## config.mk

```make
export PLATFORM = sky130hd
export DESIGN_NAME = vote_result_uart_tx
export DESIGN_NICKNAME = d
export VERILOG_FILES = /design/src/rtl/vote_pkg.sv /design/src/rtl/uart_tx_byte.sv /design/src/rtl/vote_result_uart_tx.sv
export SDC_FILE = /design/constraint.sdc
export NUM_CORES = 1
export LEC_CHECK = 0
export BUFFER_PORTS_ARGS = -buffer_cell sky130_fd_sc_hd__buf_4
export CORE_MARGIN = 1.5
export CORE_UTILIZATION = 60
export CTS_CLUSTER_SIZE = 40
export DETAILED_ROUTE_END_ITERATION = 8
export GPL_TIMING_DRIVEN = 1
export PLACE_DENSITY = 0.83
export RECOVER_POWER = 50
export REMOVE_ABC_BUFFERS = 1
export SYNTH_ARGS = -nofsm -noshare
export SYNTH_HDL_FRONTEND = slang
export SYNTH_SLANG_ARGS = --single-unit
export TNS_END_PERCENT = 20
```

## constraint.sdc

```tcl
create_clock -name clk -period 8.23 [get_ports clk]
set_input_delay 0.823 -clock clk [delete_from_list [all_inputs] [get_ports clk]]
set_output_delay 0.823 -clock clk [all_outputs]
set_load 0.01 [all_outputs]
```

## src/rtl/vote_pkg.sv

```systemverilog
// Shared constants and the serializer state encoding for the vote-result
// UART read-out path.
package vote_pkg;

  localparam int         NUM_CAND       = 4;
  localparam int         FRAME_BYTES    = 6;
  localparam logic [7:0] HEADER_DEFAULT = 8'hA5;

  typedef enum logic [1:0] {
    IDLE,
    START,
    DATA,
    STOP
  } tx_state_e;

endpackage

```

## src/rtl/uart_tx_byte.sv

```systemverilog
// UART 8N1 byte serializer. ready is also high in the final stop-bit cycle,
// so a byte offered then follows with no idle gap.
module uart_tx_byte
  import vote_pkg::*;
#(
  parameter int CLKS_PER_BIT = 868
) (
  input  logic       clk,
  input  logic       rst,
  input  logic [7:0] data,
  input  logic       valid,
  output logic       ready,
  output logic       tx
);

  localparam int              CNT_W   = (CLKS_PER_BIT > 1) ? $clog2(CLKS_PER_BIT) : 1;
  localparam logic [CNT_W-1:0] CNT_MAX = CNT_W'(CLKS_PER_BIT - 1);

  tx_state_e        state, state_n;
  logic [CNT_W-1:0] cnt, cnt_n;
  logic [2:0]       bit_idx, bit_idx_n;
  logic [7:0]       shreg, shreg_n;
  logic             tx_n;
  logic             bit_end;

  assign bit_end = (cnt == CNT_MAX);
  assign ready   = (state == IDLE) || ((state == STOP) && bit_end);

  always_comb begin
    // NOTE: every output of this block gets a default first, so no path
    // leaves a variable unassigned and no latch is inferred.
    state_n   = state;
    cnt_n     = cnt;
    bit_idx_n = bit_idx;
    shreg_n   = shreg;
    tx_n      = 1'b1;

    if (state != IDLE) cnt_n = bit_end ? '0 : cnt + 1'b1;

    case (state)
      IDLE:  ;
      START: if (bit_end) begin
               state_n   = DATA;
               bit_idx_n = '0;
             end
      DATA:  if (bit_end) begin
               if (bit_idx == 3'd7) state_n = STOP;
               else                 bit_idx_n = bit_idx + 1'b1;
             end
      STOP:  if (bit_end) state_n = IDLE;
      default: state_n = IDLE;
    endcase

    if (valid && ready) begin
      state_n = START;
      cnt_n   = '0;
      shreg_n = data;
    end

    // tx is registered from the next-state view so the line never glitches.
    case (state_n)
      START:   tx_n = 1'b0;
      DATA:    tx_n = shreg_n[bit_idx_n];
      default: tx_n = 1'b1;
    endcase
  end

  always_ff @(posedge clk or negedge rst) begin
    if (!rst) begin
      state   <= IDLE;
      cnt     <= '0;
      bit_idx <= '0;
      shreg   <= '0;
      tx      <= 1'b1;
    end else begin
      // NOTE: state registers use non-blocking assignments so every flop
      // samples the pre-edge values regardless of statement order.
      state   <= state_n;
      cnt     <= cnt_n;
      bit_idx <= bit_idx_n;
      shreg   <= shreg_n;
      tx      <= tx_n;
    end
  end

endmodule

```

## src/rtl/vote_result_uart_tx.sv

```systemverilog
// Snapshots the four candidate tallies on an accepted request and sends
// HEADER, cand1..cand4, XOR checksum as one back-to-back UART frame.
module vote_result_uart_tx
  import vote_pkg::*;
#(
  parameter int         CLKS_PER_BIT = 868,
  parameter logic [7:0] HEADER       = HEADER_DEFAULT
) (
  input  logic       clk,
  input  logic       rst,
  input  logic       mode,
  input  logic       report_req,
  input  logic [7:0] vote_cand1,
  input  logic [7:0] vote_cand2,
  input  logic [7:0] vote_cand3,
  input  logic [7:0] vote_cand4,
  output logic       tx,
  output logic       busy,
  output logic       done
);

  localparam logic [2:0] LAST_BYTE = 3'(FRAME_BYTES - 1);

  logic [7:0] snap [NUM_CAND];
  logic [7:0] checksum;
  logic [2:0] byte_idx, next_idx;
  logic [7:0] ser_data;
  logic       accept, last_stop, ser_valid, ser_ready;

  assign accept    = report_req && mode && !busy;
  // While busy the serializer is never idle, so ready marks the last stop cycle.
  assign last_stop = busy && ser_ready;
  assign ser_valid = accept || (last_stop && (byte_idx != LAST_BYTE));
  assign next_idx  = byte_idx + 3'd1;

  // The header goes out straight from acceptance, before the snapshot lands.
  always_comb begin
    ser_data = HEADER;
    if (!accept) begin
      case (next_idx)
        3'd1:    ser_data = snap[0];
        3'd2:    ser_data = snap[1];
        3'd3:    ser_data = snap[2];
        3'd4:    ser_data = snap[3];
        3'd5:    ser_data = checksum;
        default: ser_data = HEADER;
      endcase
    end
  end

  always_ff @(posedge clk or negedge rst) begin
    if (!rst) begin
      // NOTE: the snapshot is a handful of flops, not a RAM, so it is reset
      // like any other register to keep the frame path fully defined.
      for (int i = 0; i < NUM_CAND; i++) snap[i] <= '0;
      checksum <= '0;
      byte_idx <= '0;
      busy     <= 1'b0;
      done     <= 1'b0;
    end else begin
      done <= 1'b0;
      if (accept) begin
        snap[0]  <= vote_cand1;
        snap[1]  <= vote_cand2;
        snap[2]  <= vote_cand3;
        snap[3]  <= vote_cand4;
        checksum <= vote_cand1 ^ vote_cand2 ^ vote_cand3 ^ vote_cand4;
        byte_idx <= '0;
        busy     <= 1'b1;
      end else if (last_stop) begin
        if (byte_idx == LAST_BYTE) begin
          busy <= 1'b0;
          done <= 1'b1;
        end else begin
          byte_idx <= next_idx;
        end
      end
    end
  end

  uart_tx_byte #(
    .CLKS_PER_BIT(CLKS_PER_BIT)
  ) u_tx_byte (
    .clk  (clk),
    .rst  (rst),
    .data (ser_data),
    .valid(ser_valid),
    .ready(ser_ready),
    .tx   (tx)
  );

endmodule

```

==> run_results.csv, run 1 <==
group,metric,value,unit
status,run_status,"finished, violations left",
status,violations,"max-capacitance violations, max-slew violations",
drt,drcViolationCount,0,
drt,wl_per_cell,14.5,um
drt,drt_iter0_drc,193,
power,combPwrFrac,39.9,%
critical_path,cp.arrival,3310,ps
critical_path,cp.depth,1,
finish,register_area,1730,um^2
cts,cts_root_buffer,"clkbuf_8",
critical_path,critPathBufInv,1,
timing,setup_viol,0,
synthesis,syn_inst,398,
drt,first_pass_iters,7,
power,p_sw,557,uW
cts,ctsResizeCount,0,
timing,tightest_slew,3530,ps
die,io_pins,39,
critical_path,crit_slowest_cell,"clkbuf_1",
synthesis,synth-edff-count,0,
die,rows,28,
hold_path,whs_path_depth,2,
cts,clock-sinks,69,
synthesis,syn_area,3610,um^2
critical_path,reg2regPathDepth,8,
die,die_width,80.6,um
finish,fin_util,70.7,%
timing,fmax,0.275,GHz
cts,clockBufferDepth,2,
power,p_per_area,341,nW/um^2
timing,period_share,44.3,%
drt,viasPerCell,5.65,
critical_path,path_max_fanout,69,
timing,rsz0062_at_grt,"false",
critical_path,slowest_delay,2440,ps
placement,gp_congestion,0.802,
finish,n_antenna_cell,0,
global_routing,grtUsageTotal,26.0,%
critical_path,cp_top_family,"buffers and inverters",
critical_path,crit_chain,"clkbuf_1",
synthesis,synth_seq_cells,69,
finish,nets,478,
global_routing,antenna_found_initial,0,
timing,max_slew_margin,-135,%
die,core,5850,um^2
cts,post_cts_buffers,0,
synthesis,yosysUniqueCellTypes,48,
drt,routed_wl,7420,um
critical_path,startpoint_type,"primary input",
finish,area_growth,14.4,%
cts,htreeDepth,3,
flow_run,cap_violations,1,
die,start_util,61.8,%
placement,placed_area,3940,um^2
power,p_sw_share,39.6,%
synthesis,synth_area_per_cell,9.08,um^2
critical_path,endpoint_kind,"async pin",
global_routing,grt_max_degree,70,
timing,period_needed,3640,ps
critical_path,worst_ep_required_time,7900,ps
cts,ctsHoldBuffers,0,
timing,finalMaxSlewViolations,70,
power,power_leakage,0.00200,uW
drt,num_vias,2882,
global_routing,grt_pass1_wl,12700,um
cts,insertion_delay,360,ps
critical_path,worst-setup-path-type,"primary input to async pin",
synthesis,ys.flop_type,"dfrtp_1",
cts,numCtsBuffers,9,
synthesis,async_reset_ff_share,100,%
power,clockPowerShare,20.3,%
timing,finalHoldViolCount,0,
timing,clock_skew,9.29,ps
finish,final_area,4140,um^2
global_routing,first_global_vias,2832,
drt,final_antenna_net_count,0,
die,die-area,6500,um^2
die,die_h,80.6,um
power,p_int,851,uW
placement,portBuffers,38,
placement,dp_hpwl,5060,um
finish,fill_cells,447,
timing,setup_tns,0,ps
power,p_seq_share,39.8,%
finish,multi_input_area,1770,um^2
hold_path,hp-class,"flip-flop to flip-flop",
cts,path_clk_slew,80,ps
global_routing,grt_overflow,0,
finish,drive_gt1_share,14.5,%
synthesis,ys_seq_area_share,47.8,%
synthesis,yosysWarnings,0,
power,irDropWorstVdd,0.000204,V
cts,tritoncts,"done",
cell usage after synthesis, drive strengths merged (2+ instances only):
library cell  instances  area (um^2)
nand2               127          477
dfrtp                68         1700
o21ai                26          130
xnor2                24          210
clkbuf               16         60.1
nor2                 16         60.1
inv                  13         48.8
ha                   12          150
a22o                 10         87.6
a21oi                 9         45.0
a222oi                8         80.1
mux2i                 8         80.1
nand3                 7         35.0
o31ai                 5         47.5
o2111ai               4         35.0
and3                  3         18.8
buf                   3         12.5
nand2b                3         18.8
nor3                  3         26.3
or2                   3         18.8
xor2                  3         26.3
and2                  2         12.5
and4                  2         17.5
mux2                  2         22.5
nand3b                2         15.0
nor2b                 2         12.5
stage by stage:
step | power [uW] | std cells | setup WS, ps | hold WS, ps
6_report | 1410 | 510 | 4590 | 482
3_5_place_dp | 1120 | 494 | 5280 | 464
3_3_place_gp | 1090 | 494 | 5380 | 457
4_1_cts | 1410 | 510 | 5320 | 482
5_1_grt | 1520 | 510 | 3790 | 500
2_1_floorplan | 956 | 379 | 5530 | 433
kinds of logic after synthesis:
| group | share of synthesized area [%] |
|---|---|
| multiplexers | 2.84 |
| AND/OR/NAND/NOR | 21.0 |
| AO/OA/AOI/OAI | 14.3 |
| adder cells (fa/ha/maj) | 4.15 |
| buffers and inverters | 3.36 |
| flip-flops | 47.8 |
| XOR/XNOR | 6.54 |
path summary, 6_finish.rpt:
check | start | to | slack, ps
min | u_tx_byte.shreg[5]$_DFF_PN0_ | u_tx_byte.shreg[5]$_DFF_PN0_ | 480
max in group clk | u_tx_byte.cnt[0]$_DFFE_PN0P_ | u_tx_byte.tx$_DFF_PN1_ | 5320
min reg2reg | u_tx_byte.shreg[5]$_DFF_PN0_ | u_tx_byte.shreg[5]$_DFF_PN0_ | 480
min in group asynchronous | rst | u_tx_byte.cnt[6]$_DFFE_PN0P_ | 1650
max | rst | snap[11]$_DFFE_PN0P_ | 4590
max reg2reg | u_tx_byte.cnt[0]$_DFFE_PN0P_ | u_tx_byte.tx$_DFF_PN1_ | 5320
power groups by stage:
stage	Combinational, uW	Sequential [uW]	Clock [uW]
final	562	560	286
after global routing	638	578	305
after CTS	563	559	289
after detailed placement	560	564	0
after global placement	537	556	0
after floorplan	412	543	0
sequential cells by signal (all words and copies together), names as in the netlist:
| signal | cells |
|---|---|
| snap | 32 |
| u_tx_byte.cnt | 10 |
| checksum | 8 |
| u_tx_byte.shreg | 8 |
| byte_idx | 3 |
| u_tx_byte.bit_idx | 3 |
| u_tx_byte.state | 2 |
| busy | 1 |
| done | 1 |
| u_tx_byte.tx | 1 |
cell usage in the layout, fill, tap and decap left out, types with 4 or more instances in the layout:
cell type / synthesis / routed
nor2_1: 16 / 15
o21ai_0: 12 / 12
nand2_1: 127 / 127
xnor2_1: 24 / 24
clkbuf_8: 0 / 9
inv_1: 13 / 13
a222oi_1: 8 / 8
a21oi_1: 9 / 9
ha_1: 12 / 12
dfrtp_1: 68 / 68
a22o_1: 10 / 10
nand3_1: 7 / 7
o21ai_1: 14 / 14
buf_4: 0 / 38
o2111ai_1: 4 / 4
mux2i_1: 8 / 8
layout make-up:
class                   count  share of cell area, %
clock buffers               9                   3.00
inverters                  13                   1.18
well taps                  75                   2.27
repair buffers             40                   7.08
multi-input cells         297                   42.8
flip-flops and latches     69                   41.8
clock inverters             7                   1.94
metal layers:
layer	part of all wire, %	up-vias	global-route usage, %
met2	48	72	40.6
met1	47	1386	35.7
li1	-	1416	-
met3	4.0	8	5.45
met5	0	-	0
met4	1.6	0	9.83
Note: power is estimated with default switching activity, not from simulation.
==> inputs of run 2 (changes only) <==
ABC_AREA = 1   (was default)
CORE_UTILIZATION = 59   (was 60)
PLACE_DENSITY = 0.82   (was 0.83)
clock period = 3.6 ns   (was 8.23 ns; I/O delays follow)
==> run 2 against run 1 <==
  * The run still ends with max-capacitance violations, max-slew violations left
  * Synthesized cell count is 25% higher
  * Core utilization is 1.2 points lower
  * Worst hold slack worse by 270 ps
  * Critical endpoint is now u_tx_byte.tx$_DFF_PN1_
  * Largest power group is now sequential cells
==> run_results.csv, run 2 <==
group,metric,value,unit
global_routing,grtUsageTotal,25.1,%
timing,tightest_slew,1640,ps
finish,area_growth,13.4,%
global_routing,grt_pass1_wl,14300,um
critical_path,worst_ep_required_time,3870,ps
global_routing,first_global_vias,3270,
timing,fmax,0.464,GHz
cts,cts_root_buffer,"clkbuf_8",
cts,post_cts_buffers,0,
cts,htreeDepth,3,
flow_run,cap_violations,1,
placement,dp_hpwl,5910,um
die,core,6390,um^2
finish,final_area,4440,um^2
critical_path,reg2regPathDepth,12,
power,irDropWorstVdd,0.000256,V
cts,numCtsBuffers,9,
finish,layout_commonest_cell,"nand2_1",
synthesis,ys_seq_area_share,44.2,%
timing,period_needed,2160,ps
timing,finalMaxSlewViolations,70,
hold_path,whs_path_depth,3,
drt,first_pass_iters,4,
hold_path,hp-class,"primary input to flip-flop",
critical_path,startpoint_type,"flip-flop",
timing,max_slew_margin,-9.10,%
cts,clock-sinks,69,
finish,final_cell_mix,"nand2_1, dfrtp_1, inv_1",
finish,top_regs,"snap x32, u_tx_byte.cnt x10",
synthesis,yosysWarnings,0,
die,die-area,7130,um^2
synthesis,async_reset_ff_share,100,%
timing,setup_tns,0,ps
placement,placed_area,4250,um^2
die,io_pins,39,
drt,viasPerCell,5.33,
critical_path,worst-setup-path-type,"flip-flop to flip-flop",
global_routing,use_met2,42.3,%
critical_path,path_max_fanout,53,
finish,fill_cells,512,
finish,nets,583,
drt,final_antenna_net_count,0,
timing,period_share,59.9,%
cts,ctsResizeCount,0,
synthesis,yosysUniqueCellTypes,39,
synthesis,yosysMostFrequentCell,"nand2_1",
cts,path_clk_slew,80,ps
timing,worst_slack,1440,ps
finish,drive_gt1_share,17.0,%
global_routing,use_met3,5.21,%
drt,drt_iter0_drc,175,
synthesis,synth_top_area_cell,"dfrtp_1",
power,power_leakage,0.00225,uW
placement,dp_cells,601,
timing,finalHoldViolCount,0,
synthesis,yosys-top-cells-area,"dfrtp_1, nand2_1, xnor2_1, inv_1, ha_1",
cts,insertion_delay,350,ps
synthesis,synth_seq_cells,69,
cts,tritoncts,"done",
placement,portBuffers,38,
synthesis,synth_area_per_cell,7.89,um^2
drt,routed_wl,8160,um
synthesis,synth_common_cells,"nand2_1, dfrtp_1, inv_1",
global_routing,use_met1,31.9,%
status,run_status,"finished, violations left",
synthesis,yosysTopAreaCellShare,43.5,%
finish,finalNonFillerCells,617,
critical_path,critPathMostFrequentCell,"nand2_1",
finish,largest_reg_flops,32,
die,rows,29,
synthesis,synth-edff-count,0,
critical_path,slowest_delay,460,ps
critical_path,cp.arrival,2430,ps
die,die_h,84.4,um
die,start_util,61.3,%
global_routing,antenna_found_initial,0,
critical_path,endpoint_kind,"flip-flop",
critical_path,crit_chain,"inv_2 > nand3_4 > nand2_1 > o211ai_4 > inv_6 > nand2_1 > nand3_1 > nand3_1 > nand3_1 > nand2_1 > nand2_1 > nand2_1",
power,p_per_area,417,nW/um^2
timing,clock_skew,13.3,ps
critical_path,crit_slowest_cell,"dfrtp_1",
drt,wl_per_cell,13.2,um
timing,setup_viol,0,
finish,n_antenna_cell,0,
status,violations,"max-capacitance violations, max-slew violations",
drt,drcViolationCount,0,
global_routing,grt_busiest_layer,"met2",
placement,gp_congestion,0.814,
global_routing,grt_overflow,0,
timing,rsz0062_at_grt,"false",
global_routing,grt_max_degree,70,
synthesis,syn_inst,496,
die,die_width,84.4,um
drt,num_vias,3287,
synthesis,ys.flop_type,"dfrtp_1",
cts,clockBufferDepth,2,
finish,top_register,"snap",
placement,post-place-ws,1470,ps
synthesis,syn_area,3910,um^2
cts,ctsHoldBuffers,0,
## run 2: changes by cell type after synthesis, sizes merged, moves of 5 or more
cell    delta
nand2     +57
a22o      -10
nor2      +19
nand4      +7
nand3     +28
o31ai      -5
and2       +6
clkbuf     -8
inv       +41
mux2i      -8
a222oi     -8
## run 2: stage by stage
step / util, % / power, uW / hold slack [ps]
final: 69.5 / 1850 / 215
after global routing: 69.5 / 1940 / 225
after CTS: 69.6 / 1850 / 131
after detailed placement: 66.6 / 1230 / 468
after global placement: 66.6 / 1220 / 462
after floorplan: - / 1110 / 64.4
## run 2: worst paths after layout
| kind | end | slack (ps) | from |
|---|---|---|---|
| worst min register to register | snap[6]$_DFFE_PN0P_ | 490 | snap[6]$_DFFE_PN0P_ |
| max in group asynchronous | snap[16]$_DFFE_PN0P_ | 2200 | rst |
| min in group asynchronous | u_tx_byte.cnt[8]$_DFFE_PN0P_ | 420 | rst |
| worst max register to register | u_tx_byte.tx$_DFF_PN1_ | 1440 | busy$_DFFE_PN0P_ |
| worst max-delay path | u_tx_byte.tx$_DFF_PN1_ | 1440 | busy$_DFFE_PN0P_ |
| worst min-delay path | snap[17]$_DFFE_PN0P_ | 220 | vote_cand2[1] |
## run 2: metal layers
layer / share of wire (%) / vias to the layer above
li1: - / 1633
met1: 45 / 1561
met2: 50 / 75
met3: 3.2 / 18
met4: 2.1 / 0
met5: 0 / -
## run 2: cell families after synthesis
group           share of synthesized area (%)
compound gates                           7.29
flops                                    44.2
buf+inv                                  6.65
fa+ha+maj                                3.84
xor+xnor                                 5.82
simple gates                             32.2
## run 2: report_power, final
part / internal, uW / switching (uW)
clock: 337 / 290
sequential: 862 / 55.0
combinational: 128 / 177
total: 1330 / 522
## run 2: cell type report
| cell class | count | area (um^2) | area share, % |
|---|---|---|---|
| Clock buffer | 12 | 145 | 3.27 |
| Clock inverter | 4 | 47.5 | 1.07 |
| Inverter | 54 | 210 | 4.74 |
| Multi-Input combinational cell | 362 | 1920 | 43.4 |
| Sequential cell | 69 | 1730 | 38.9 |
| Tap cell | 77 | 96.3 | 2.17 |
| Timing Repair Buffer | 39 | 287 | 6.46 |
## run 2: worst max-delay path, delay by kind of cell, from the launching register on
family	cells	cell delay, ps
flops	1	460
simple gates	9	1180
buf+inv	2	250
compound gates	1	190
==> inputs of run 3 (changes only) <==
ABC_AREA = 0   (was 1)
clock period = 2.1 ns   (was 3.6 ns; I/O delays follow)
==> run 3 against run 2 <==
  * Sequential share of layout area decreased by 2.7 points
  * Register-to-register slack got worse by 2100 ps
  * Critical path depth decreased by 4
  * Total power increased to 3.7 times the previous value
  * Cell area increased by 7.6%
  * Combinational power increased to 11 times the previous value
  * Global-route usage increased by 3.1 points
  * Clock skew decreased by 2.5 ps
  * Die area decreased by 7.4%
  * Largest cell class unchanged
  * The run ends with max-capacitance violations, max-slew violations, negative setup slack left
  * Highest routed layer unchanged
==> run_results.csv, run 3 (synthesis results as in run 1) <==
group,metric,value,unit
finish,final_cell_mix,"nand2_1, buf_4, dfrtp_1",
power,p_per_area,1440,nW/um^2
cts,clock-sinks,69,
timing,fmax,0.366,GHz
timing,period_needed,2730,ps
status,run_status,"finished, violations left",
global_routing,grt_max_degree,70,
die,die_width,81.3,um
power,totalPowerFinal,6900,uW
die,core,5920,um^2
critical_path,worst-setup-path-type,"flip-flop to flip-flop",
drt,drcViolationCount,0,
drt,final_antenna_net_count,0,
timing,finalHoldViolCount,0,
cts,htreeDepth,3,
critical_path,slowest_delay,470,ps
drt,wl_per_cell,16.7,um
cts,tritoncts,"done",
die,start_util,61.1,%
hold_path,hp-class,"primary input to flip-flop",
die,die-area,6600,um^2
critical_path,endpoint_kind,"flip-flop",
placement,gp_congestion,0.836,
timing,max_slew_margin,-1.78,%
finish,nets,535,
finish,top_regs,"snap x32, u_tx_byte.cnt x10",
die,rows,28,
finish,layout_commonest_cell,"nand2_1",
critical_path,crit_chain,"ha_2 > or4b_4 > o41a_1 > or2_4 > buf_6 > o31ai_1 > o211ai_1 > a31oi_1",
power,power_leakage,0.00233,uW
finish,area_growth,32.1,%
critical_path,worst_ep_required_time,2370,ps
cts,path_clk_slew,80,ps
finish,finalNonFillerCells,567,
timing,period_share,130,%
timing,tightest_slew,1530,ps
placement,portBuffers,38,
cts,insertion_delay,350,ps
global_routing,grt_overflow,0,
critical_path,cp.arrival,3000,ps
timing,clock_skew,10.9,ps
die,die_h,81.3,um
drt,num_vias,3315,
global_routing,first_global_vias,3072,
finish,drive_gt1_share,28.9,%
finish,top_register,"snap",
die,io_pins,39,
finish,n_antenna_cell,0,
flow_run,cap_violations,1,
timing,finalMaxSlewViolations,70,
timing,rsz0062_at_grt,"true",
placement,dp_cells,544,
timing,worst_slack,-632,ps
finish,largest_reg_flops,32,
critical_path,crit_slowest_cell,"or4b_4",
status,violations,"max-capacitance violations, max-slew violations, negative setup slack",
cts,cts_root_buffer,"clkbuf_8",
drt,drt_iter0_drc,249,
global_routing,antenna_found_initial,0,
cts,clockBufferDepth,2,
critical_path,critPathBufInv,1,
placement,dp_hpwl,5710,um
timing,setup_viol,18,
drt,viasPerCell,5.85,
drt,first_pass_iters,5,
global_routing,grtUsageTotal,28.2,%
critical_path,startpoint_type,"flip-flop",
critical_path,path_max_fanout,4,
power,irDropWorstVdd,0.000748,V
critical_path,cp_top_family,"compound AO/OA/AOI/OAI gates",
cts,numCtsBuffers,9,
global_routing,grt_pass1_wl,14000,um
drt,routed_wl,9470,um
## run 3: changes by cell type in the layout (fill, tap and decap cells not counted), moves of 5 or more
cell / previous run / this run
o21ai_0: 27 / 10
inv_1: 44 / 12
o21ai_1: 2 / 14
nor2_1: 26 / 14
nand2_2: 7 / 2
nand3_1: 30 / 6
a22o_1: 0 / 10
nand2_1: 176 / 124
buf_4: 37 / 88
a222oi_1: 0 / 8
and2_1: 8 / 2
inv_2: 8 / 1
nand4_1: 7 / 0
## run 3: final cells by class
| class | instances | area [um^2] |
|---|---|---|
| well taps | 75 | 93.8 |
| inverters | 13 | 48.8 |
| clock inverters | 5 | 81.3 |
| clock buffers | 11 | 151 |
| fillers | 363 | 1150 |
| repair buffers | 97 | 736 |
| flip-flops and latches | 69 | 1730 |
| multi-input cells | 297 | 1930 |
## run 3: power by group
group | switching, uW | internal, uW | total, uW
clock network | 541 | 736 | 1280
registers | 349 | 1870 | 2220
logic | 1790 | 1610 | 3400
## run 3: metrics by stage
step / hold WS, ps / setup TNS (ps) / cell area (um^2) / util [%] / setup WS (ps)
finish: 59.8 / -3940 / 4770 / 80.6 / -632
global route: 65.3 / -5560 / 4770 / 80.6 / -705
CTS: 49.9 / -2140 / 4620 / 78.0 / -433
detailed placement: 375 / -2930 / 4310 / 72.9 / -561
global placement: 361 / -1930 / 4310 / 72.9 / -448
floorplan: -85.6 / -2070 / 3540 / - / -603
## run 3: worst paths after layout
kind	startpoint	endpoint	slack, ps	cells past startpoint
worst max-delay path	u_tx_byte.cnt[0]$_DFFE_PN0P_	u_tx_byte.tx$_DFF_PN1_	-630	8
worst min-delay path	vote_cand4[0]	snap[0]$_DFFE_PN0P_	60	3
worst max register to register	u_tx_byte.cnt[0]$_DFFE_PN0P_	u_tx_byte.tx$_DFF_PN1_	-630	8
worst min register to register	snap[17]$_DFFE_PN0P_	snap[17]$_DFFE_PN0P_	480	2
max in group asynchronous	rst	snap[30]$_DFFE_PN0P_	390	2
min in group asynchronous	rst	u_tx_byte.cnt[9]$_DFFE_PN0P_	780	2
## run 3: metal layers
| metal | global-route usage (%) | share of wire [%] |
|---|---|---|
| met1 | 36.3 | 41 |
| met3 | 6.07 | 5.4 |
| met5 | 0 | 0 |
| met4 | 13.8 | 3.2 |
| met2 | 45.1 | 50 |
## run 3: what timing repair did
item | CTS | global route
hold buffers | 1 | 0
resized for setup | 13 | 32
endpoints found under the setup margin | 18 | 19
pin swaps | 5 | 13
hold endpoints to repair | 15 | 0
setup buffers | 2 | 4
## run 3: worst reg2reg max path, delay by kind of cell (launching register included)
kind / cells / cell delay (ps)
compound gates: 4 / 1140
fa+ha+maj: 1 / 190
buf+inv: 1 / 130
flops: 1 / 380
simple gates: 2 / 800
